$ cat src/rtl/apb2axi_pkg.sv
// Shared types for the APB-to-AXI bridge: directory entry layout, read-response record, AXI encodings.
// Pure declarations; no timing or flow-control behaviour lives here.
package apb2axi_pkg;

   localparam int AXI_DATA_W = 32;
   localparam int AXI_ADDR_W = 32;
   localparam int TAG_W      = 4;

   localparam logic [1:0] AXI_BURST_INCR  = 2'b01;
   localparam logic [1:0] AXI_RESP_OKAY   = 2'b00;
   localparam logic [1:0] AXI_RESP_SLVERR = 2'b10;

   typedef struct packed {
      logic                  is_write;
      logic [TAG_W-1:0]      tag;
      logic [2:0]            size;
      logic [7:0]            len;
      logic [AXI_ADDR_W-1:0] addr;
   } directory_entry_t;

   localparam int REQ_WIDTH = $bits(directory_entry_t);

   typedef struct packed {
      logic [AXI_DATA_W-1:0] data;
      logic [TAG_W-1:0]      tag;
      logic [1:0]            resp;
      logic                  last;
   } rd_rsp_t;

   localparam int RSP_WIDTH = $bits(rd_rsp_t);

   typedef enum logic [1:0] {IDLE, AR, DATA, DRAIN} rd_state_e;

endpackage

$ cat src/rtl/apb2axi_rd_engine.sv
// Pops one read entry, issues a single AR burst (valid 1 cycle after pop) and forwards each R beat to the response FIFO.
// R to push is combinational: a full response FIFO drops rready, so nothing is buffered or lost.
module apb2axi_rd_engine
   import apb2axi_pkg::*;
#(
   parameter int REQ_W  = REQ_WIDTH,
   parameter int DATA_W = AXI_DATA_W,
   parameter int ADDR_W = AXI_ADDR_W,
   parameter int ID_W   = TAG_W
) (
   input  logic                 aclk,
   input  logic                 areset,
   input  logic                 rd_req_valid,
   output logic                 rd_req_ready,
   input  logic [REQ_W-1:0]     rd_req_data,
   output logic [ID_W-1:0]      m_axi_arid,
   output logic [ADDR_W-1:0]    m_axi_araddr,
   output logic [7:0]           m_axi_arlen,
   output logic [2:0]           m_axi_arsize,
   output logic [1:0]           m_axi_arburst,
   output logic                 m_axi_arvalid,
   input  logic                 m_axi_arready,
   input  logic [ID_W-1:0]      m_axi_rid,
   input  logic [DATA_W-1:0]    m_axi_rdata,
   input  logic [1:0]           m_axi_rresp,
   input  logic                 m_axi_rlast,
   input  logic                 m_axi_rvalid,
   output logic                 m_axi_rready,
   output logic                 rsp_push_valid,
   input  logic                 rsp_push_ready,
   output logic [RSP_WIDTH-1:0] rsp_push_data,
   output logic                 busy,
   output logic                 proto_err,
   input  logic                 proto_err_clr
);

   rd_state_e        state_q, state_d;
   directory_entry_t req_q, req_d;
   logic [7:0]       beat_cnt_q, beat_cnt_d;
   logic             proto_err_q, proto_err_d;
   logic             err_set;
   logic             r_hs;
   logic             last_beat;
   logic             id_bad;
   rd_rsp_t          rsp;
   // Read entries never carry a write; the flag is captured with the entry but has no use here.
   logic             unused_is_write;

   assign r_hs            = m_axi_rvalid && m_axi_rready;
   assign last_beat       = (beat_cnt_q == req_q.len);
   assign id_bad          = (m_axi_rid != req_q.tag);
   assign unused_is_write = req_q.is_write;

   always_ff @(posedge aclk or posedge areset) begin
      if (areset) begin
         state_q     <= IDLE;
         req_q       <= '0;
         beat_cnt_q  <= '0;
         proto_err_q <= 1'b0;
      end else begin
         state_q     <= state_d;
         req_q       <= req_d;
         beat_cnt_q  <= beat_cnt_d;
         proto_err_q <= proto_err_d;
      end
   end

   always_comb begin
      state_d    = state_q;
      req_d      = req_q;
      beat_cnt_d = beat_cnt_q;
      err_set    = 1'b0;
      case (state_q)
         IDLE: begin
            if (rd_req_valid) begin
               req_d   = rd_req_data;
               state_d = AR;
            end
         end
         AR: begin
            if (m_axi_arready) begin
               beat_cnt_d = '0;
               state_d    = DATA;
            end
         end
         DATA: begin
            if (r_hs) begin
               beat_cnt_d = beat_cnt_q + 8'd1;
               // rlast disagreeing with the beat count covers both early and missing last
               err_set = id_bad || (m_axi_rlast != last_beat);
               if (m_axi_rlast) begin
                  state_d = IDLE;
               end else if (last_beat) begin
                  state_d = DRAIN;
               end
            end
         end
         DRAIN: begin
            if (m_axi_rvalid && m_axi_rlast) begin
               state_d = IDLE;
            end
         end
         default: state_d = IDLE;
      endcase
      proto_err_d = err_set ? 1'b1 : (proto_err_clr ? 1'b0 : proto_err_q);
   end

   always_comb begin
      rd_req_ready   = 1'b0;
      m_axi_arvalid  = 1'b0;
      m_axi_arburst  = 2'b00;
      m_axi_rready   = 1'b0;
      rsp_push_valid = 1'b0;
      rsp            = '0;
      case (state_q)
         IDLE: rd_req_ready = rd_req_valid && !areset;
         AR: begin
            m_axi_arvalid = 1'b1;
            m_axi_arburst = AXI_BURST_INCR;
         end
         DATA: begin
            m_axi_rready   = rsp_push_ready;
            rsp_push_valid = m_axi_rvalid;
            rsp.data       = m_axi_rdata;
            rsp.tag        = req_q.tag;
            rsp.resp       = (id_bad || (last_beat && !m_axi_rlast)) ? AXI_RESP_SLVERR : m_axi_rresp;
            rsp.last       = m_axi_rlast || last_beat;
         end
         DRAIN: m_axi_rready = 1'b1;
         default: ;
      endcase
   end

   assign m_axi_arid    = req_q.tag;
   assign m_axi_araddr  = req_q.addr;
   assign m_axi_arlen   = req_q.len;
   assign m_axi_arsize  = req_q.size;
   assign rsp_push_data = rsp;
   assign busy          = (state_q != IDLE);
   assign proto_err     = proto_err_q;

endmodule

$ cat config.mk
export PLATFORM = sky130hd
export DESIGN_NAME = apb2axi_rd_engine
export DESIGN_NICKNAME = d
export VERILOG_FILES = /design/src/rtl/apb2axi_pkg.sv /design/src/rtl/apb2axi_rd_engine.sv
export SDC_FILE = /design/constraint.sdc
export NUM_CORES = 1
export LEC_CHECK = 0
export ABC_CLOCK_PERIOD_IN_PS = 1600
export CAP_MARGIN = 20
export CORE_MARGIN = 2
export CORE_UTILIZATION = 33
export CTS_CLUSTER_SIZE = 30
export DETAILED_ROUTE_END_ITERATION = 12
export PLACE_DENSITY = 0.78
export SLEW_MARGIN = 20
export SYNTH_ARGS = -nofsm -noshare
export SYNTH_HDL_FRONTEND = slang
export SYNTH_SLANG_ARGS = --single-unit
$ cat constraint.sdc
create_clock -name aclk -period 1.6 [get_ports aclk]
set_input_delay 0.32 -clock aclk [delete_from_list [all_inputs] [get_ports aclk]]
set_output_delay 0.32 -clock aclk [all_outputs]
set_load 0.005 [all_outputs]
==> results.md <==
* Synth Flop Type: dfrtp_1
* Core ar. at approximately 8600 sq um
* Routability congestion estimate at 0.816
* CTS Buf Count at 9
* RSZ-0062 raised after global routing: yes
* Max Fclk at between 400 and 500 MHz
* Mapped Nets at approximately 330
* Netlist Area Pre-Place at roughly 2900 sq um
* Syn Area/Cell at between 10 and 15 sq um
* Psw at roughly 3.3 mW
* Clock latency at the later pin of the worst-skew pair at ~0.32 ns
* Via/cell ratio at between 4 and 5
* Failing checks: negative setup slack
* Switching Fraction at just under 30%
* Power density over cell area at ~1700 nW/um^2
* Worst Hold Class: primary input to async pin
* Number of diodes at 0
* Pre-CTS WS at -0.781 ns
* Final wirelength at between 10 and 15 mm
* Final Hold Viols at 0
* CTS Sinks at 58
* Critical Path AT at approximately 1.9 ns
* Cells after Synth at approximately 240
* Pins Over Slew Limit at 0
* # rows at 34
* Initial antenna violation count at 0
* Final non-filler cell total at 631
* Post-synth EDFFs at 0
* Grt ovf at 0
* Synth area leaders: dfrtp_1, mux2_2, and2_1
* Critical path type: register to primary output
* Die Y at approximately 100 um
* WL per Instance at 18.4 um
* Hold_ws at about 0.5 ns
* Vias at roughly 3000
* CP top delay family: simple AND/OR/NAND/NOR gates
* Flop pwr share at roughly 23%
* Distinct cells, synth at 41
* Top cell type's share of synthesized area at 50.6%
* Die ar. at 9460 sq um
* Tot Pwr at around 11 mW
* Post-layout util at between 70% and 80%
* I/O pin count at 188
* Placed cell count at between 500 and 600
* Synth Warn # at 0
* Slowest CP cell: dfrtp_1
* Vias in the first global route at about 3300
* Placed cell area at 5090 sq um
* Endpoint class of the critical path: primary output
* Asr flop ratio synth at 100%
* Sequential area share after synthesis at 50.6%
* Largest stage delay, worst path at approximately 0.40 ns
* Cell taking the most area after synthesis: dfrtp_1
* Status: finished, violations left
* Critical Path RT at around 1.3 ns
* Max cap viols at 0
* Clock tree buffer depth at 2
* Final Skew at approximately 0.0062 ns
* VDD IR max at ~0.00096 V
* Remaining DRCs at 0
* Clock power share at roughly an eighth
* Root Driver: clkbuf_8
* Hold_buf cts at 0
* Fraction of layout cells with a size suffix above 1 at a little over half
* Synth Register Bits at slightly below 60
* Min setup slack post-route at -0.659 ns
* Tcrit/Tclk final at 141%
* DR pass1 iterations at 5
* Cell-internal power at about 7.9 mW
* CP cell instances: xor2_1, nor4_2, buf_4, and2_4, ha_4, o31a_1, buf_2
* Sum Neg Setup Slack at -26.00 ns
* Initial core utilization at between 30% and 40%
* Pin count of the biggest net entering global routing at 36
* Post-DRT Antenna Nets at 0
* First DRT Iteration DRCs at approximately 120
* Static leakage at a little over 3 nW
* CTS tree: done
* Post-layout net count at slightly above 600
* Area growth from synthesis to layout at 124%
* First-pass GRT wire length at 17.5 mm
* Tot GR Track Use at around 23%
* Final Setup Violations at 101
* CTS H-tree lvls at 3
* Critical path peak fanout at 2
* Fillers at between 500 and 600
* Crit start category: register
* IO buf count at between 150 and 200
* Tmin final at 2.26 ns
* Die span in x at 97.2 um
* Clk slew on worst S/H paths at 0.07 ns
* DP HPWL at 6.94 mm
* Fin area at 6440 sq um
* Comb power frac at approximately 64%
* Crit path buf inv count at 2
## synthesized netlist by cell type (3+ instances only)
cell type,number
nand2_1,7
and2_1,38
buf_6,4
ha_1,3
clkbuf_1,5
nand3_1,4
buf_4,4
nor4_1,3
o21ai_0,3
dfrtp_1,58
mux2_2,47
inv_1,6
nor2_1,4
or4_1,3
nand4_1,3
xnor2_1,4
o31ai_1,3
nand2b_1,3
xor2_1,8
## worst register-to-register path, cell delays in order (launching register included)
cell,delay [ns]
dfrtp_1,0.40
xor2_1,0.18
nor4_2,0.36
buf_4,0.18
nand2_2,0.06
ha_4,0.18
buf_4,0.13
buf_6,0.11
and3b_1,0.21
o21ai_2,0.06
a22o_1,0.19
## final timing paths
check / slack (ns) / cells past startpoint / startpoint / end
worst max-delay path: -0.66 / 7 / beat_cnt_q[6]$_DFFE_PP0P_ / rsp_push_data[2]
worst min-delay path: 0.50 / 4 / areset / m_axi_araddr[0]$_DFFE_PP0P_
worst max register to register: -0.58 / 10 / beat_cnt_q[6]$_DFFE_PP0P_ / state_q[1]$_DFFE_PP0P_
worst min register to register: 0.51 / 1 / m_axi_araddr[11]$_DFFE_PP0P_ / m_axi_araddr[11]$_DFFE_PP0P_
max in group asynchronous: 0.79 / 4 / areset / beat_cnt_q[5]$_DFFE_PP0P_
min in group aclk: 0.51 / 1 / m_axi_araddr[11]$_DFFE_PP0P_ / m_axi_araddr[11]$_DFFE_PP0P_
## routing by layer
layer  track usage, %  routed length (um)  share of wire [%]
met2             42.1                6150                 53
met4             9.40                 338                2.9
met3             5.83                 763                6.6
met5                0                   0                  0
met1             25.2                4340                 37
## cells in the final DEF, fill, tap and decap left out, types with 2 or more instances in the layout
cell type	n
clkinv_2	2
nand2b_1	3
buf_2	7
ha_4	2
a21boi_2	3
o31ai_1	3
xor2_1	8
nand3_1	4
nand4_1	3
nor2_2	2
nor2b_4	2
dfrtp_1	58
inv_1	5
xnor2_1	4
clkdlybuf4s50_1	127
nor2_4	2
mux2_4	47
o21ai_0	2
nand2_1	6
or4_4	3
buf_6	77
buf_8	3
dlygate4sd2_1	12
nor3_2	2
buf_12	6
and2_4	37
clkbuf_8	12
a22o_1	2
buf_4	49
nor4_2	2
## flip-flops by register name (all words and copies together) (netlist names)
register and flops:
beat_cnt_q 8, m_axi_arlen 8, m_axi_arsize 3, m_axi_arid 4, state_q 2, m_axi_araddr 32
proto_err 1
## what timing repair did
| item | CTS | global route |
|---|---|---|
| endpoints found under the setup margin | 107 | 102 |
| cloned | 8 | 1 |
| pin swaps | 31 | 21 |
| resized for setup | 307 | 106 |
| buffers inserted | 48 | 19 |
## cells by family (layout without fill, tap and decap cells)
family	Yosys count	count (layout)	share of synthesized area, %
compound gates	18	18	4.67
xor+xnor	12	12	3.66
fa+ha+maj	3	3	1.31
buf+inv	21	307	4.40
flops	58	58	50.6
mux	48	48	18.8
other cells	1	1	0.131
simple gates	76	76	16.4
## layout make-up
cell class	instances	area [sq um]	area share [%]
timing repair buffer	285	2880	44.8
multi-input combinational	158	1730	26.9
sequential	58	1450	22.5
clock buffer	12	165	2.57
tap	108	135	2.10
clock inverter	4	48.8	0.758
inverter	6	26.3	0.408
## power by group through the flow
stage | clock network, mW | registers, mW | logic [mW]
finish | 1.43 | 2.56 | 7.23
global route | 1.53 | 2.65 | 7.65
CTS | 1.46 | 2.54 | 6.57
detailed placement | 0 | 2.55 | 4.68
global placement | 0 | 2.50 | 4.63
floorplan | 0 | 2.60 | 1.72
Note: power is estimated with default switching activity, not from simulation.
